==> config.mk <==
export PLATFORM = sky130hd
export DESIGN_NAME = fft_size_planner
export DESIGN_NICKNAME = d
export VERILOG_FILES = /design/src/rtl/fft_pkg.sv /design/src/rtl/fft_radix_step.sv /design/src/rtl/fft_size_planner.sv
export SDC_FILE = /design/constraint.sdc
export NUM_CORES = 1
export LEC_CHECK = 0
export ABC_AREA = 1
export BUFFER_PORTS_ARGS = -buffer_cell sky130_fd_sc_hd__clkbuf_2
export CORE_AREA = 2 2 165 167
export CTS_CLUSTER_SIZE = 25
export DETAILED_ROUTE_END_ITERATION = 16
export DIE_AREA = 0 0 167 169
export MAX_ROUTING_LAYER = met4
export PLACE_DENSITY = 0.49
export SLEW_MARGIN = 20
export SYNTH_ARGS = -nofsm -noshare
export SYNTH_HDL_FRONTEND = slang
export SYNTH_SLANG_ARGS = --single-unit
==> constraint.sdc <==
create_clock -name clk -period 8.9 [get_ports clk]
set_clock_uncertainty 0.15 [all_clocks]
set_input_delay 0.445 -clock clk [delete_from_list [all_inputs] [get_ports clk]]
set_output_delay 0.445 -clock clk [all_outputs]
set_load 0.05 [all_outputs]
==> src/rtl/fft_pkg.sv <==
// rtl/fft_pkg.sv - shared types and constants for the FFT size planner
//
// Purpose: planner FSM state encoding, radix constants and the default
//          per-radix stage limits shared with the FFT stage scheduler.
// Ports:   none (package).
package fft_pkg;

  typedef enum logic [1:0] {
    IDLE   = 2'd0,
    FACTOR = 2'd1,
    DONE   = 2'd2
  } state_e;

  localparam int RADIX2 = 2;
  localparam int RADIX3 = 3;
  localparam int RADIX5 = 5;

  localparam int DEF_MAX_S2 = 8;
  localparam int DEF_MAX_S3 = 5;
  localparam int DEF_MAX_S5 = 2;

endpackage

==> src/rtl/fft_radix_step.sv <==
// rtl/fft_radix_step.sv - combinational divisibility test of a residue by 2, 3 and 5
//
// Purpose: one factorisation step's arithmetic; divisors are fixed constants,
//          so each quotient reduces to constant-divisor logic.
// Ports:
//   r_i            residue under test
//   div2_o/3_o/5_o residue is an exact multiple of 2 / 3 / 5
//   q2_o/q3_o/q5_o residue divided by 2 / 3 / 5 (floor)
module fft_radix_step
  import fft_pkg::*;
#(
  parameter int N_W = 12
) (
  input  logic [N_W-1:0] r_i,
  output logic           div2_o,
  output logic           div3_o,
  output logic           div5_o,
  output logic [N_W-1:0] q2_o,
  output logic [N_W-1:0] q3_o,
  output logic [N_W-1:0] q5_o
);

  assign q2_o = r_i / N_W'(RADIX2);
  assign q3_o = r_i / N_W'(RADIX3);
  assign q5_o = r_i / N_W'(RADIX5);

  // Exact divisibility: multiplying the floor quotient back must give r.
  // q*k <= r always, so the shift-add never overflows N_W bits.
  assign div2_o = (q2_o << 1) == r_i;
  assign div3_o = ((q3_o << 1) + q3_o) == r_i;
  assign div5_o = ((q5_o << 2) + q5_o) == r_i;

endmodule

==> src/rtl/fft_size_planner.sv <==
// rtl/fft_size_planner.sv - sequential radix-2/3/5 factoriser for mixed-radix FFT sizes
//
// Purpose: accepts a DFT size N, strips factors of 2, 3, 5 one per clock and
//          reports stage counts and powers, or err if N is not plannable.
// Ports:
//   clk, rst_n            clock, synchronous active-low reset
//   in_valid/in_ready/n_in  size request handshake
//   out_valid/out_ready     result handshake
//   err                     N not plannable (qualified by out_valid)
//   stage2/3/5              per-radix stage counts
//   pow2/3/5, pow3x5        per-radix powers and 3x5 product
module fft_size_planner
  import fft_pkg::*;
#(
  parameter  int N_W    = 12,
  parameter  int MAX_S2 = DEF_MAX_S2,
  parameter  int MAX_S3 = DEF_MAX_S3,
  parameter  int MAX_S5 = DEF_MAX_S5,
  localparam int S2_W   = $clog2(MAX_S2 + 1),
  localparam int S3_W   = $clog2(MAX_S3 + 1),
  localparam int S5_W   = $clog2(MAX_S5 + 1)
) (
  input  logic            clk,
  input  logic            rst_n,
  input  logic            in_valid,
  output logic            in_ready,
  input  logic [N_W-1:0]  n_in,
  output logic            out_valid,
  input  logic            out_ready,
  output logic            err,
  output logic [S2_W-1:0] stage2,
  output logic [S3_W-1:0] stage3,
  output logic [S5_W-1:0] stage5,
  output logic [N_W-1:0]  pow2,
  output logic [N_W-1:0]  pow3,
  output logic [N_W-1:0]  pow5,
  output logic [N_W-1:0]  pow3x5
);

  state_e          state_q, state_d;
  logic [N_W-1:0]  r_q, r_d;
  logic [S2_W-1:0] s2_q, s2_d;
  logic [S3_W-1:0] s3_q, s3_d;
  logic [S5_W-1:0] s5_q, s5_d;
  logic [N_W-1:0]  p2_q, p2_d;
  logic [N_W-1:0]  p3_q, p3_d;
  logic [N_W-1:0]  p5_q, p5_d;
  logic [N_W-1:0]  p35_q, p35_d;
  logic            err_q, err_d;

  logic            div2, div3, div5;
  logic [N_W-1:0]  q2, q3, q5;
  logic            consumed;
  logic            ok;

  fft_radix_step #(.N_W(N_W)) u_step (
    .r_i    (r_q),
    .div2_o (div2),
    .div3_o (div3),
    .div5_o (div5),
    .q2_o   (q2),
    .q3_o   (q3),
    .q5_o   (q5)
  );

  assign consumed = (s2_q != '0) || (s3_q != '0) || (s5_q != '0);

  always_comb begin
    state_d = state_q;
    r_d     = r_q;
    s2_d    = s2_q;
    s3_d    = s3_q;
    s5_d    = s5_q;
    p2_d    = p2_q;
    p3_d    = p3_q;
    p5_d    = p5_q;
    p35_d   = p35_q;
    err_d   = err_q;

    case (state_q)
      IDLE: begin
        if (in_valid) begin
          r_d     = n_in;
          s2_d    = '0;
          s3_d    = '0;
          s5_d    = '0;
          p2_d    = N_W'(1);
          p3_d    = N_W'(1);
          p5_d    = N_W'(1);
          p35_d   = N_W'(1);
          err_d   = 1'b0;
          state_d = FACTOR;
        end
      end

      FACTOR: begin
        if (r_q == N_W'(1) && consumed) begin
          state_d = DONE;
        end else if (r_q < N_W'(2)) begin
          // N of 0 or 1 has no radix decomposition.
          err_d   = 1'b1;
          state_d = DONE;
        end else if (div2) begin
          if (s2_q == S2_W'(MAX_S2)) begin
            err_d   = 1'b1;
            state_d = DONE;
          end else begin
            r_d  = q2;
            s2_d = s2_q + S2_W'(1);
            p2_d = p2_q << 1;
          end
        end else if (div3) begin
          if (s3_q == S3_W'(MAX_S3)) begin
            err_d   = 1'b1;
            state_d = DONE;
          end else begin
            r_d   = q3;
            s3_d  = s3_q + S3_W'(1);
            p3_d  = (p3_q << 1) + p3_q;
            p35_d = (p35_q << 1) + p35_q;
          end
        end else if (div5) begin
          if (s5_q == S5_W'(MAX_S5)) begin
            err_d   = 1'b1;
            state_d = DONE;
          end else begin
            r_d   = q5;
            s5_d  = s5_q + S5_W'(1);
            p5_d  = (p5_q << 2) + p5_q;
            p35_d = (p35_q << 2) + p35_q;
          end
        end else begin
          // Residue has a prime factor other than 2, 3, 5.
          err_d   = 1'b1;
          state_d = DONE;
        end
      end

      DONE: begin
        if (out_ready) state_d = IDLE;
      end

      default: state_d = IDLE;
    endcase
  end

  always_ff @(posedge clk) begin
    if (!rst_n) begin
      state_q <= IDLE;
      r_q     <= '0;
      s2_q    <= '0;
      s3_q    <= '0;
      s5_q    <= '0;
      p2_q    <= '0;
      p3_q    <= '0;
      p5_q    <= '0;
      p35_q   <= '0;
      err_q   <= 1'b0;
    end else begin
      state_q <= state_d;
      r_q     <= r_d;
      s2_q    <= s2_d;
      s3_q    <= s3_d;
      s5_q    <= s5_d;
      p2_q    <= p2_d;
      p3_q    <= p3_d;
      p5_q    <= p5_d;
      p35_q   <= p35_d;
      err_q   <= err_d;
    end
  end

  // Results are exposed only in DONE and only for a successful plan, so a
  // partial factorisation or an error never leaks non-zero values.
  assign in_ready  = (state_q == IDLE);
  assign out_valid = (state_q == DONE);
  assign err       = out_valid & err_q;
  assign ok        = out_valid & ~err_q;

  assign stage2 = ok ? s2_q  : '0;
  assign stage3 = ok ? s3_q  : '0;
  assign stage5 = ok ? s5_q  : '0;
  assign pow2   = ok ? p2_q  : '0;
  assign pow3   = ok ? p3_q  : '0;
  assign pow5   = ok ? p5_q  : '0;
  assign pow3x5 = ok ? p35_q : '0;

endmodule

==> qor.txt, run 1 <==
======================================================================================
Proportion of synthesized flip-flops having asynchronous set or reset ...           0%
Number of buffers created by CTS ........................................            9
Router iterations before antenna repair .................................            4
Sum of overflow across all layers after global routing ..................            0
Std-Cell Core Area ...................................................... 26,500 sq um
Hold WC Path Type .......................................................    in -> reg
Height of the die .......................................................       169 um
Final Routed Wirelength .................................................      21.7 mm
Register area ...........................................................   1430 sq um
Tcrit/Tclk final ........................................................        89.4%
Required arrival time at the worst endpoint .............................      8.99 ns
Worst path arrival time .................................................      8.05 ns
Global router's overall resource usage ..................................        16.1%
Die outline area ........................................................ 28,200 sq um
Vias per inst ...........................................................         4.68
Net count of the mapped netlist .........................................        1,320
Die outline width .......................................................       167 um
Complex-gate fraction of the synthesized area ...........................        16.0%
Tightest Pin Transition .................................................      1.01 ns
Rel. slew slack .........................................................        32.3%
Timing-limited maximum frequency ........................................      126 MHz
Clock tree root driver cell ............................................. sky130_fd_sc_hd__clkbuf_16
Simple-gate area share of the yosys netlist .............................        36.8%
Synthesized area ........................................................   7800 sq um
Remaining antenna violation count after routing .........................            0
Cts-stage hold buffer count .............................................            0
Biggest area contributors in the synthesized netlist .................... sky130_fd_sc_hd__dfxtp_1, sky130_fd_sc_hd__nand2_1, sky130_fd_sc_hd__ha_1
Critical Path Slowest Stage Cell ........................................ sky130_fd_sc_hd__dfxtp_2
First-pass GRT wire length ..............................................      36.8 mm
Initial Util ............................................................        29.4%
Top-area cell type share of the netlist area ............................        18.2%
Flop and latch count out of synthesis ...................................           71
Number of distinct standard cells referenced by the synthesized netlist .           59
# IOs ...................................................................           76
Start-to-end type of the worst setup path ...............................   reg -> reg
Number of warnings reported in the yosys synthesis log ..................            0
Max Slew Vio Count ......................................................            0
Worst path max stage delay ..............................................      0.45 ns
Drt wl/cell .............................................................      13.3 um
Worst-case register-to-register setup slack .............................      0.94 ns
Most common cell after layout, fill and taps aside ...................... sky130_fd_sc_hd__nand2_1
Number of cells produced by synthesis ...................................        1,233
Net count, final ........................................................        1,371
Startpoint types ........................................................    flip-flop
Worst-Skew Late Latency .................................................      0.35 ns
Vias in the first global route ..........................................        7,481
Count of buffers from port buffering ....................................           74
Family with the most delay on the worst path ............................ simple AND/OR/NAND/NOR gates
Drc violations ..........................................................            0
Detailed Route Iter0 Violations .........................................          298
Number of sinks handled by clock tree synthesis .........................           71
Endpoint class of the critical path .....................................    flip-flop
Mux cell area share after synthesis .....................................           0%
Primary FF master, synth ................................................ sky130_fd_sc_hd__dfxtp_1
Initial antenna violation count .........................................            0
Largest net degree at the start of global routing .......................           57
Library cell with the largest summed area after synthesis ............... sky130_fd_sc_hd__dfxtp_1
Bufs on Longest Clock Path ..............................................            2
TritonCTS clock tree ....................................................          yes
Area Growth Syn to Fin ..................................................        12.3%
Run status ..............................................................    completed
Max-cap viol count ......................................................            0
Main combinational cell family by area after synthesis .................. simple AND/OR/NAND/NOR gates
Maximum fanout along the worst path .....................................           20
Rows ....................................................................           60
Xor/xnor share of the synthesized area ..................................        5.37%
Min Clock Period, post-route ............................................      7.96 ns
Clock transition at the registers of the reported paths .................      0.07 ns
Number of instances in the placed design ................................        1,614
Number of endpoints failing setup at the final stage ....................            0
Gp weighted congestion ..................................................        0.854
Final core utilization ..................................................        33.0%
Worst Path Buf+Inv ......................................................            3
Detailed-route via count ................................................        7,629
Layout cells sized above 1 ..............................................        17.8%
# H-tree levels .........................................................            3
Sequential fraction of the synthesis area ...............................        18.2%
Post-Synthesis Mean Instance Area .......................................   6.33 sq um
Number of inserted filler cells in the final layout .....................        2,954
Adder-Cell Fraction of Synth Area .......................................        11.9%
Leading cell types in the layout, fill and taps excluded ................ sky130_fd_sc_hd__nand2_1, sky130_fd_sc_hd__nor2_1, sky130_fd_sc_hd__inv_1, sky130_fd_sc_hd__a21oi_1, sky130_fd_sc_hd__clkbuf_2
Accumulated negative setup slack ........................................         0 ns
Critical path's most frequent cell ...................................... sky130_fd_sc_hd__nand2_1
Post-DP HPWL ............................................................      16.1 mm
Count of non-filler cells in the finished layout ........................        1,630
Number of antenna diodes ................................................            0
Number of synthesized flops with an enable pin ..........................            0
Final count of hold timing violations ...................................            0
Area used by multi-input combinational logic ............................   5490 sq um
======================================================================================
==> cells in the mapped netlist (16+ instances only) <==
| master | count |
|---|---|
| sky130_fd_sc_hd__nand2_1 | 245 |
| sky130_fd_sc_hd__nand3_1 | 66 |
| sky130_fd_sc_hd__nor2_1 | 168 |
| sky130_fd_sc_hd__dfxtp_1 | 71 |
| sky130_fd_sc_hd__inv_1 | 155 |
| sky130_fd_sc_hd__xnor2_1 | 16 |
| sky130_fd_sc_hd__nand3_2 | 17 |
| sky130_fd_sc_hd__xor2_1 | 30 |
| sky130_fd_sc_hd__inv_2 | 20 |
| sky130_fd_sc_hd__ha_1 | 66 |
| sky130_fd_sc_hd__clkbuf_1 | 22 |
| sky130_fd_sc_hd__a21oi_1 | 98 |
| sky130_fd_sc_hd__o21ai_0 | 37 |
| sky130_fd_sc_hd__nand2_2 | 41 |
==> final timing paths <==
kind | end | start | cells after the start
setup reg to reg | r_q[1] | r_q[11] | 56
hold reg to reg | p2_q[1] | p2_q[0] | 2
hold / removal | r_q[11] | n_in[11] | 3
setup / recovery | r_q[1] | r_q[11] | 56
==> sequential cells by signal, indices dropped and copies added, names as in the netlist <==
signal / cells
err_q: 1
p2_q: 12
p35_q: 12
p3_q: 12
p5_q: 11
r_q: 12
s2_q: 4
s3_q: 3
s5_q: 2
state_q: 2
==> timing repair <==
item | 4_1_cts | 5_1_grt
endpoints found under the hold margin | 0 | 0
resized for setup | 0 | 7
endpoints found under the setup margin | 0 | 51
buffers inserted | 0 | 0
==> worst reg2reg max path: cells and delay by family, from the launching register on <==
kind / cells / cell delay, ns
xor gates and xnor gates: 2 / 0.33
buffers and inverters: 3 / 0.25
AOI/OAI and AO/OA: 9 / 1.40
and+or+nand+nor: 39 / 4.47
adders and majority gates: 3 / 0.80
DFF: 1 / 0.45
==> metrics by stage <==
stage | hold WS [ns] | instance area (sq um) | setup slack [ns]
after global routing | 0.214 | 8760 | -0.0165
after CTS | 0.215 | 8740 | 0.531
final | 0.213 | 8760 | 0.941
after global placement | 0.304 | 8440 | 0.586
after detailed placement | 0.309 | 8440 | 0.577
after floorplan | 0.295 | 7800 | 2.14
==> layout make-up <==
class | count | share of cell area (%)
flip-flops and latches | 71 | 16.3
clock buffers | 12 | 3.04
inverters | 183 | 7.90
clock inverters | 4 | 0.329
repair buffers | 82 | 4.91
well taps | 341 | 4.87
multi-input cells | 937 | 62.7
==> cells by family after synthesis <==
logic type	after synthesis
fa+ha+maj	71
buf+inv	225
xor+xnor	47
simple gates	608
compound gates	210
other cells	1
flops	71
==> per-layer routing <==
layer | track usage, % | part of all wire, % | vias up | wire length, um
li1 | - | - | 4069 | -
met1 | 21.1 | 50 | 3474 | 10900
met2 | 27.1 | 47 | 76 | 10200
met3 | 1.54 | 2.1 | 10 | 462
met4 | 3.34 | 0.74 | 0 | 161
met5 | - | 0 | - | 0
Power of run 1 is left out: the tool's default activity adds up to more than one toggle a clock period on the data nets, which glitch-free logic cannot reach.
==> run 2, diff against run 1 <==
- CORE_AREA: 2 2 165 167 -> 2 2 153 155
- DIE_AREA: 0 0 167 169 -> 0 0 155 157
- PLACE_DENSITY: 0.49 -> 0.54
==> qor.txt, run 2 (synthesis results as in run 1) <==
=========================================================================
Run status .................................................    completed
Std-Cell Core Area ......................................... 22,500 sq um   -15%
Tightest Pin Transition ....................................      1.01 ns   -0.00386 ns
Number of buffers created by CTS ...........................            9   unchanged
Die outline area ........................................... 24,300 sq um   -14%
Initial antenna violation count ............................            0   unchanged
Tcrit/Tclk final ...........................................        90.2%   +0.72 points
Number of instances in the placed design ...................        1,556   -3.6%
Final count of hold timing violations ......................            0   unchanged
Count of buffers added by post-CTS timing repair for setup .            0   unchanged
Cts-stage hold buffer count ................................            0   unchanged
Global router's overall resource usage .....................        18.0%   +1.9 points
Number of sinks handled by clock tree synthesis ............           71   unchanged
Final core utilization .....................................        38.5%   +5.4 points
Count of buffers from port buffering .......................           74   unchanged
Critical path's most frequent cell ......................... sky130_fd_sc_hd__nand2_1
Height of the die ..........................................       157 um   -7.1%
Leading cell types in the layout, fill and taps excluded ... sky130_fd_sc_hd__nand2_1, sky130_fd_sc_hd__nor2_1, sky130_fd_sc_hd__inv_1, sky130_fd_sc_hd__a21oi_1, sky130_fd_sc_hd__clkbuf_2
# IOs ......................................................           76   unchanged
Drt wl/cell ................................................      13.2 um   -0.61%
# H-tree levels ............................................            3   unchanged
Endpoint class of the critical path ........................    flip-flop
Min Clock Period, post-route ...............................      8.02 ns   +0.0644 ns
Final Routed Wirelength ....................................      20.8 mm   -4.1%
Net count, final ...........................................        1,369   -0.15%
Gp weighted congestion .....................................        0.875   +2.5%
Worst path arrival time ....................................      8.17 ns   +0.12 ns
Vias in the first global route .............................        7,112   -4.9%
Post-DP HPWL ...............................................      15.4 mm   -4.4%
Max Slew Vio Count .........................................            0   unchanged
Area of all placed cells without fillers ...................   8660 sq um   -1.2%
First-pass GRT wire length .................................      34.9 mm   -5.4%
Clock transition at the registers of the reported paths ....      0.07 ns   about the same
Startpoint types ...........................................    flip-flop
Bufs on Longest Clock Path .................................            2   unchanged
Detailed Route Iter0 Violations ............................          287   -3.7%
Die outline width ..........................................       155 um   -7.2%
Number of antenna diodes ...................................            0   unchanged
Most common cell after layout, fill and taps aside ......... sky130_fd_sc_hd__nand2_1
Vias per inst ..............................................         4.88   +4.2%
Drc violations .............................................            0   unchanged
Start-to-end type of the worst setup path ..................   reg -> reg
Maximum fanout along the worst path ........................            8   -60%
Area Growth Syn to Fin .....................................        11.0%
Timing-limited maximum frequency ...........................      125 MHz   -0.80%
Remaining antenna violation count after routing ............            0   unchanged
Placed cell area ...........................................   8360 sq um   -1.0%
Worst-Skew Late Latency ....................................      0.35 ns   about the same
Rel. slew slack ............................................        32.6%   +0.26 points
Worst path max stage delay .................................      0.45 ns   about the same
Detailed-route via count ...................................        7,669   +0.52%
Layout cells sized above 1 .................................        17.6%   -0.21 points
Required arrival time at the worst endpoint ................      9.04 ns   +0.05 ns
Clock tree root driver cell ................................ sky130_fd_sc_hd__clkbuf_16
Count of non-filler cells in the finished layout ...........        1,572   -3.6%
Hold WC Path Type ..........................................    in -> reg
Sum of overflow across all layers after global routing .....            0   unchanged
Rows .......................................................           55   -8.3%
Initial Util ...............................................        34.7%   +5.2 points
Number of endpoints failing setup at the final stage .......            0   unchanged
TritonCTS clock tree .......................................          yes
Largest net degree at the start of global routing ..........           57   unchanged
Max-cap viol count .........................................            0   unchanged
Hold slack final ...........................................     0.216 ns   +0.00276 ns
Critical Path Slowest Stage Cell ........................... sky130_fd_sc_hd__dfxtp_2
Router iterations before antenna repair ....................            5   +1
=========================================================================
[run 2: path summary, 6_finish.rpt]
kind | end | slack, ns | cells after the start | startpoint
worst min-delay path | r_q[11] | 0.22 | 3 | n_in[11]
worst min register to register | p2_q[1] | 0.32 | 2 | p2_q[0]
worst max register to register | r_q[6] | 0.88 | 57 | r_q[11]
worst max-delay path | r_q[6] | 0.88 | 57 | r_q[11]
[run 2: critical path: cells and delay by family, from the launching register on]
kind | cells | cell delay, ns
XOR/XNOR | 2 | 0.34
buffers and inverters | 4 | 0.47
flip-flops | 1 | 0.45
AO/OA/AOI/OAI | 11 | 1.55
adder cells (fa/ha/maj) | 3 | 0.80
AND/OR/NAND/NOR | 37 | 4.21
[run 2: final cells by class]
type	count	area, sq um
Clock buffer	9	225
Clock inverter	7	55.1
Fill cell	2402	13800
Inverter	183	692
Multi-Input combinational cell	937	5490
Sequential cell	71	1430
Tap cell	285	357
Timing Repair Buffer	80	415
[run 2: layer usage]
metal / part of all wire (%) / vias to the layer above / global-route usage [%] / wire length [um]
li1: - / 4077 / - / -
met1: 49 / 3453 / 22.7 / 10300
met3: 3.1 / 21 / 1.57 / 648
met4: 1.4 / 0 / 5.11 / 295
met5: 0 / - / - / 0
met2: 46 / 118 / 30.8 / 9600
[run 2: per-stage QoR]
| stage | worst slack (ns) | TNS (ns) |
|---|---|---|
| after CTS | 0.586 | 0 |
| final | 0.877 | 0 |
| after floorplan | 2.14 | 0 |
| after global placement | 0.619 | 0 |
| after global routing | -0.0150 | -0.0150 |
| after detailed placement | 0.648 | 0 |
[run 2: timing repair]
action,CTS,global route
hold endpoints to repair,0,0
setup endpoints to repair,0,48
gates resized for setup,0,5
Power of run 2 is left out for the same reason.
